## src/rtl/button_debounce_events.sv

```systemverilog
// Push-button conditioner: 2-flop synchroniser, bidirectional debounce FSM, clean level plus press/release/long-press pulses.
// Optional long-press detection is built only when BTN_LONG_PRESS_EN is defined.
module button_debounce_events #(
    parameter int unsigned DEBOUNCE_CYCLES   = 50000,
    parameter int unsigned LONG_PRESS_CYCLES = 25000000,
    parameter int unsigned CNT_W             = 25
) (
    input  logic clk,
    input  logic rst_n,
    input  logic inp,
    output logic btn_level,
    output logic press_pulse,
    output logic release_pulse,
    output logic long_press_pulse
);

    typedef enum logic [1:0] {
        IDLE,
        PRESS_WAIT,
        HELD,
        RELEASE_WAIT
    } state_t;

    localparam logic [CNT_W-1:0] DEB_LAST = CNT_W'(DEBOUNCE_CYCLES - 1);
    localparam logic [CNT_W-1:0] CNT_ONE  = CNT_W'(1);

    logic             sync_meta;
    logic             s;
    state_t           state;
    state_t           state_next;
    logic [CNT_W-1:0] deb_cnt;
    logic [CNT_W-1:0] deb_cnt_next;
    logic             press_next;
    logic             release_next;
    logic             level_next;

    always_ff @(posedge clk or negedge rst_n) begin
        if (!rst_n) begin
            sync_meta <= 1'b0;
            s         <= 1'b0;
        end else begin
            sync_meta <= inp;
            s         <= sync_meta;
        end
    end

    always_ff @(posedge clk or negedge rst_n) begin
        if (!rst_n) begin
            state         <= IDLE;
            deb_cnt       <= '0;
            btn_level     <= 1'b0;
            press_pulse   <= 1'b0;
            release_pulse <= 1'b0;
        end else begin
            state         <= state_next;
            deb_cnt       <= deb_cnt_next;
            btn_level     <= level_next;
            press_pulse   <= press_next;
            release_pulse <= release_next;
        end
    end

    // The entry sample does not count; a level must then survive DEBOUNCE_CYCLES
    // further samples, and a reversal on the completing sample still rejects.
    always_comb begin
        state_next   = state;
        deb_cnt_next = deb_cnt;
        press_next   = 1'b0;
        release_next = 1'b0;
        case (state)
            IDLE: begin
                if (s) begin
                    state_next   = PRESS_WAIT;
                    deb_cnt_next = '0;
                end
            end
            PRESS_WAIT: begin
                if (!s) begin
                    state_next = IDLE;
                end else if (deb_cnt == DEB_LAST) begin
                    state_next = HELD;
                    press_next = 1'b1;
                end else begin
                    deb_cnt_next = deb_cnt + CNT_ONE;
                end
            end
            HELD: begin
                if (!s) begin
                    state_next   = RELEASE_WAIT;
                    deb_cnt_next = '0;
                end
            end
            RELEASE_WAIT: begin
                if (s) begin
                    state_next = HELD;
                end else if (deb_cnt == DEB_LAST) begin
                    state_next   = IDLE;
                    release_next = 1'b1;
                end else begin
                    deb_cnt_next = deb_cnt + CNT_ONE;
                end
            end
            default: begin
                state_next   = IDLE;
                deb_cnt_next = '0;
            end
        endcase
        level_next = (state_next == HELD) || (state_next == RELEASE_WAIT);
    end

`ifdef BTN_LONG_PRESS_EN
    localparam logic [CNT_W-1:0] LONG_LAST = CNT_W'(LONG_PRESS_CYCLES - 1);
    localparam logic [CNT_W-1:0] LONG_SAT  = CNT_W'(LONG_PRESS_CYCLES);

    logic [CNT_W-1:0] long_cnt;
    logic [CNT_W-1:0] long_cnt_next;
    logic             long_next;

    // Counts only while HELD, so release-bounce time stretches the latency; saturation prevents re-firing.
    always_comb begin
        long_cnt_next = long_cnt;
        long_next     = 1'b0;
        if (press_next) begin
            long_cnt_next = '0;
        end else if ((state == HELD) && (long_cnt != LONG_SAT)) begin
            long_cnt_next = long_cnt + CNT_ONE;
            long_next     = (long_cnt == LONG_LAST);
        end
    end

    always_ff @(posedge clk or negedge rst_n) begin
        if (!rst_n) begin
            long_cnt         <= '0;
            long_press_pulse <= 1'b0;
        end else begin
            long_cnt         <= long_cnt_next;
            long_press_pulse <= long_next;
        end
    end
`else
    logic unused_long_cfg;
    assign unused_long_cfg  = (LONG_PRESS_CYCLES > DEBOUNCE_CYCLES);
    assign long_press_pulse = 1'b0;
`endif

endmodule

```

## config.mk

```make
export PLATFORM = sky130hd
export DESIGN_NAME = button_debounce_events
export DESIGN_NICKNAME = d
export VERILOG_FILES = /design/src/rtl/button_debounce_events.sv
export SDC_FILE = /design/constraint.sdc
export NUM_CORES = 1
export LEC_CHECK = 0
export ABC_AREA = 1
export CAP_MARGIN = 10
export CORE_ASPECT_RATIO = 1.5
export CORE_MARGIN = 2
export CORE_UTILIZATION = 57
export CTS_BUF_LIST = sky130_fd_sc_hd__clkbuf_4 sky130_fd_sc_hd__clkbuf_8
export DETAILED_ROUTE_END_ITERATION = 6
export PLACE_DENSITY = 0.89
export SETUP_SLACK_MARGIN = 0.05
export SKIP_LAST_GASP = 1
export SLEW_MARGIN = 15
export SYNTH_ARGS = -nofsm -noshare
export SYNTH_HDL_FRONTEND = slang
export SYNTH_SLANG_ARGS = --single-unit
export TNS_END_PERCENT = 10
```

## constraint.sdc

```tcl
create_clock -name clk -period 1.8 [get_ports clk]
set_clock_uncertainty 0.1 [all_clocks]
set_input_delay 0.36 -clock clk [delete_from_list [all_inputs] [get_ports clk]]
set_output_delay 0.36 -clock clk [all_outputs]
set_load 0.02 [all_outputs]
```

[Word-level counts from Yosys, hierarchy flattened]
Index checks and enable logic that the tools add are counted.
Operators by class
  $add $sub $neg: 1
  eq/ne operators: 10
  muxes and demuxes: 18
  reductions and logical operators: 3
Operator list (count)
  two-way mux 25 bit: 5
  case mux 25 bit (4 select lines): 1
  adder 25 x 1 -> 25 bit (second input constant): 1
  equality test 25 x 16 -> 1 bit (second input constant): 1
  two-way mux 2 bit: 6
  equality test 2 bit (second input constant): 4
  != test 2 bit (second input constant): 4
  case mux 2 bit (4 select lines): 1
  two-way mux 1 bit: 5
  AND reduction 4 bit: 1
  equality test 2 x 1 -> 1 bit (second input constant): 1
  logical NOT 2 bit: 1
  logical OR 1 bit: 1
Word-level totals
  register bits: 32
  input port bits: 3
  output and inout port bits: 4

[Depth between registers and ports, before layout]
  depth in word-level cells: 6
  depth in mapped cells: 11
  depth with buffers taken out: 10

[Worst setup path before layout]
Ideal clock, no wire load.
  kind: register -> register
  start point: register deb_cnt[0]
  end point: register deb_cnt[23]
  library setup time: 0.118 ns
  arrival: 1.476 ns
  setup slack: 0.106 ns
  cell stages (with the launch flop): 10
  path buffers: 1
  path through: dfrtp_1 ha_1 nand2_2 nor2_4 nand3_2 nor2_4 nor2_4 buf_2 nand3_1 nand2_1
On the way
  word-level cells in the longest chain between the ends: 4
  elaborated cells on any way between the ends: 6
RTL lines
  from (decl): RTL line 31  | logic [CNT_W-1:0] deb_cnt;
  from (signal assigned): RTL line 56  | deb_cnt <= deb_cnt_next;
  adder 25 x 1 -> 25 bit or equality test 25 x 16 -> 1 bit (tied branches)
  two-way mux 25 bit *: RTL line 80, 96
  two-way mux 25 bit, on equally long branches: RTL line 94, 78
  case mux 25 bit (4 select lines) *: RTL line 70  | case (state)
Mark *: on every way between the ends. The rest lies on a longest branch, timed or not. The select of a mux whose other input is x is not followed.
A chain may end at the register's enable or synchronous reset.

[Worst setup path in the final report]
  start point: register deb_cnt[1]
  end point: register deb_cnt[5]
Same word-level chain as after synthesis.

==> impl_summary.txt <==
----------------------------------------------------
[STA]
  Final number of max-transition violations ... 0
  TNS Setup ... 0 ns
  Final Setup Violations ... 0
  Post-layout min period ... 1.75 ns
  Period utilization ... 97.0%
  RSZ-0062 raised after global routing ... yes
  Fin Hold WS ... 0.261 ns
  Final Hold Violating Endpoints ... 0
  FMAX ... 0.573 GHz

[Worst setup path]
  Required arrival time at the worst endpoint ... 1.91 ns
  Critical path type ... reg2reg
  Worst setup SP type ... register
  Worst EP arrival ... 1.86 ns
  CP endpoint kind ... register
  Maximum net fanout on the critical path ... 17

[Routing]
  Post-DRT Antenna Nets ... 0
  Post-DR wirelength/cell ... 16.0 µm
  Number of DRC violations after detailed-routing iteration 0 ... 143
  Total routed wirelength ... 5810 µm
  Vias per cell ... 5.85
  Number of vias after detailed routing ... 2,124
  Count of unresolved DRC violations after routing ... 10
  First-pass iteration count of the detailed router ... 7

[Synth]
  Synth Register Bits ... 31
  Average size of a mapped cell ... 6.67 µm²
  Post-synthesis instance total ... slightly below 300
  Synthesized net count ... 298
  YS warnings ... 0
  Commonest cells in the netlist ... 108 x sky130_fd_sc_hd__nand2_1, 52 x sky130_fd_sc_hd__nor2_1, 31 x sky130_fd_sc_hd__dfrtp_1
  Netlist area before placement ... 1960 µm²
  Ranking of synthesized cells by area ... sky130_fd_sc_hd__dfrtp_1 40%, sky130_fd_sc_hd__nand2_1 21%, sky130_fd_sc_hd__nor2_1 9.9%
  Seq/Total Area, Yosys ... between 30% and 40%
  Share of the synthesized area in the top cell type ... 39.5%
  Number of enable flip-flop cells after synthesis ... 0
  Distinct cells, synth ... 23
  Main synth FF type ... sky130_fd_sc_hd__dfrtp_1
  Dominant cell type by area after synthesis ... sky130_fd_sc_hd__dfrtp_1
  Async set-reset flop share out of synthesis ... 100%
  Cell with the most instances after synthesis ... sky130_fd_sc_hd__nand2_1

[Final layout]
  Nets ... about 320
  Ratio of cells with drive above 1 in the final layout ... a little over an eighth
  Post-layout instance count excluding filler cells ... 363
  Antenna Diode Count ... 0
  Area added between synthesis and finish ... 19.1%

[Clocking]
  Number of clock buffers inserted by TritonCTS ... 5
  Bufs on Longest Clock Path ... 2
  CTS Sinks ... 31
  Clk slew on worst S/H paths ... roughly 0.070 ns
  Worst-skew pair later-pin latency ... ~0.30 ns
  CTS tree ... yes
  CTS root buf ... sky130_fd_sc_hd__clkbuf_8
  H-tree depth reported by CTS ... 2

[GRT]
  Met1 usage in global routing ... 29.3%
  Met2 routing resource usage after global routing ... 50.5%
  Vias in the first global route ... 1,929
  Number of antenna violations at the first check in global routing ... 0
  Total gr overflow ... 0
  Layer carrying the most global-route usage ... met2
  Fraction of met3 tracks used by global routing ... 7.25%
  First-pass GRT wire length ... between 8000 and 9000 µm
  Largest net degree at the start of global routing ... 32
  Tot GR Track Use ... ~29%

[Die]
  Die Height ... 75.9 µm
  Core footprint ... 3350 µm²
  Die outline width ... 51.9 µm
  Top-Level Pins ... 7
  Area of the die ... 3940 µm²
  Starting density of the core ... around three fifths
  Number of standard-cell rows in the floorplan ... 26

[Power]
  Worst voltage drop across the vdd grid ... 752 µV
  Pwr Total ... 0.00156 W
  Static leakage ... 1.04 nW
  P per Cell Area ... 667 nW/µm²

[Outcome]
  Failing checks ... design-rule violations
  Result of the run ... finished, violations left

[Run]
  Maximum Capacitance Violations ... 0

[Place]
  GP Congestion ... 0.922
  Detailed Place HPWL ... 3610 µm
  Total of buffers placed on input and output ports ... 5
  Number of instances in the placed design ... 350

[Min path]
  Type of the most critical hold path ... reg2reg

----------------------------------------------------
-- routing by layer --
metal  up-vias  wire, µm  part of all wire [%]
li1        975         -                     -
met1       969      2100                    36
met2       133      2900                    50
met3        47       424                   7.3
met4         0       391                   6.7
met5         -         0                     0
-- power breakdown --
part           internal (W)  leakage (nW)  switching (W)
clock network      0.000448        0.0612       0.000287
logic             0.0000375         0.555      0.0000687
registers          0.000708         0.424      0.0000108
total               0.00119          1.04       0.000366
-- logic make-up after synthesis --
group	count (synthesis)	synth area share [%]
adder cells (fa/ha/maj)	1	0.638
XOR/XNOR	7	3.13
AND/OR/NAND/NOR	202	43.4
AO/OA/AOI/OAI	20	5.74
other	1	0.191
flip-flops	31	39.5
buffers and inverters	32	7.33
-- sequential cells by signal, indices dropped and copies added (netlist names) --
register       count
deb_cnt           25
press_pulse        1
btn_level          1
sync_meta          1
release_pulse      1
s                  1
state              1
-- worst paths after layout --
path / from / slack [ns] / cells after the start / end
max: deb_cnt[1] / 0.05 / 9 / deb_cnt[5]
min in group asynchronous: rst_n / 0.36 / 2 / release_pulse
min: sync_meta / 0.26 / 0 / s
min reg2reg: sync_meta / 0.26 / 0 / s
max in group asynchronous: rst_n / 0.93 / 2 / deb_cnt[21]
max reg2reg: deb_cnt[1] / 0.05 / 9 / deb_cnt[5]
-- critical path: stages, from the launching register on --
cell and delay [ns]:
sky130_fd_sc_hd__dfrtp_1 0.42, sky130_fd_sc_hd__ha_2 0.21, sky130_fd_sc_hd__nand2_2 0.08, sky130_fd_sc_hd__nor2_4 0.05, sky130_fd_sc_hd__nand3_2 0.09, sky130_fd_sc_hd__nor2_4 0.05
sky130_fd_sc_hd__nor2_4 0.28, sky130_fd_sc_hd__buf_12 0.19, sky130_fd_sc_hd__nand3_1 0.07, sky130_fd_sc_hd__o21ai_1 0.11
-- area by class of cell --
| class | instances | area (µm²) |
|---|---|---|
| Multi-Input combinational cell | 231 | 1060 |
| Timing Repair Buffer | 26 | 226 |
| Clock buffer | 6 | 82.6 |
| Sequential cell | 31 | 776 |
| Tap cell | 42 | 52.6 |
| Fill cell | 261 | 1010 |
| Clock inverter | 2 | 35.0 |
| Inverter | 25 | 101 |
-- what timing repair did --
action                     4_1_cts  5_1_grt
hold buffers                     0        0
resized for setup                2       13
setup endpoints to repair       10       24
setup buffers                    0        5
pin swaps                        0        7
-- through the flow --
| stage | area, µm² | utilization [%] | setup slack (ns) |
|---|---|---|---|
| final | 2340 | 69.8 | 0.0544 |
| after global routing | 2340 | 69.8 | -0.0542 |
| after CTS | 2260 | 67.4 | 0.0216 |
| after floorplan | 1960 | - | 0.106 |
| after detailed placement | 2140 | 63.8 | 0.0161 |
| after global placement | 2140 | 63.8 | 0.116 |
-- placed cells by master (no fill, tap or decap), types with 4 or more instances in the layout --
cell type and count:
sky130_fd_sc_hd__nand4_1 10, sky130_fd_sc_hd__o21ai_1 9, sky130_fd_sc_hd__xor2_1 7, sky130_fd_sc_hd__dfrtp_1 31, sky130_fd_sc_hd__inv_1 24, sky130_fd_sc_hd__buf_4 18, sky130_fd_sc_hd__clkdlybuf4s50_1 4, sky130_fd_sc_hd__clkbuf_8 6
sky130_fd_sc_hd__nor2_1 49, sky130_fd_sc_hd__o21ai_0 5, sky130_fd_sc_hd__o21bai_1 4, sky130_fd_sc_hd__nand2_1 108, sky130_fd_sc_hd__nand3_1 22
Power figures use the tool's default switching activity.
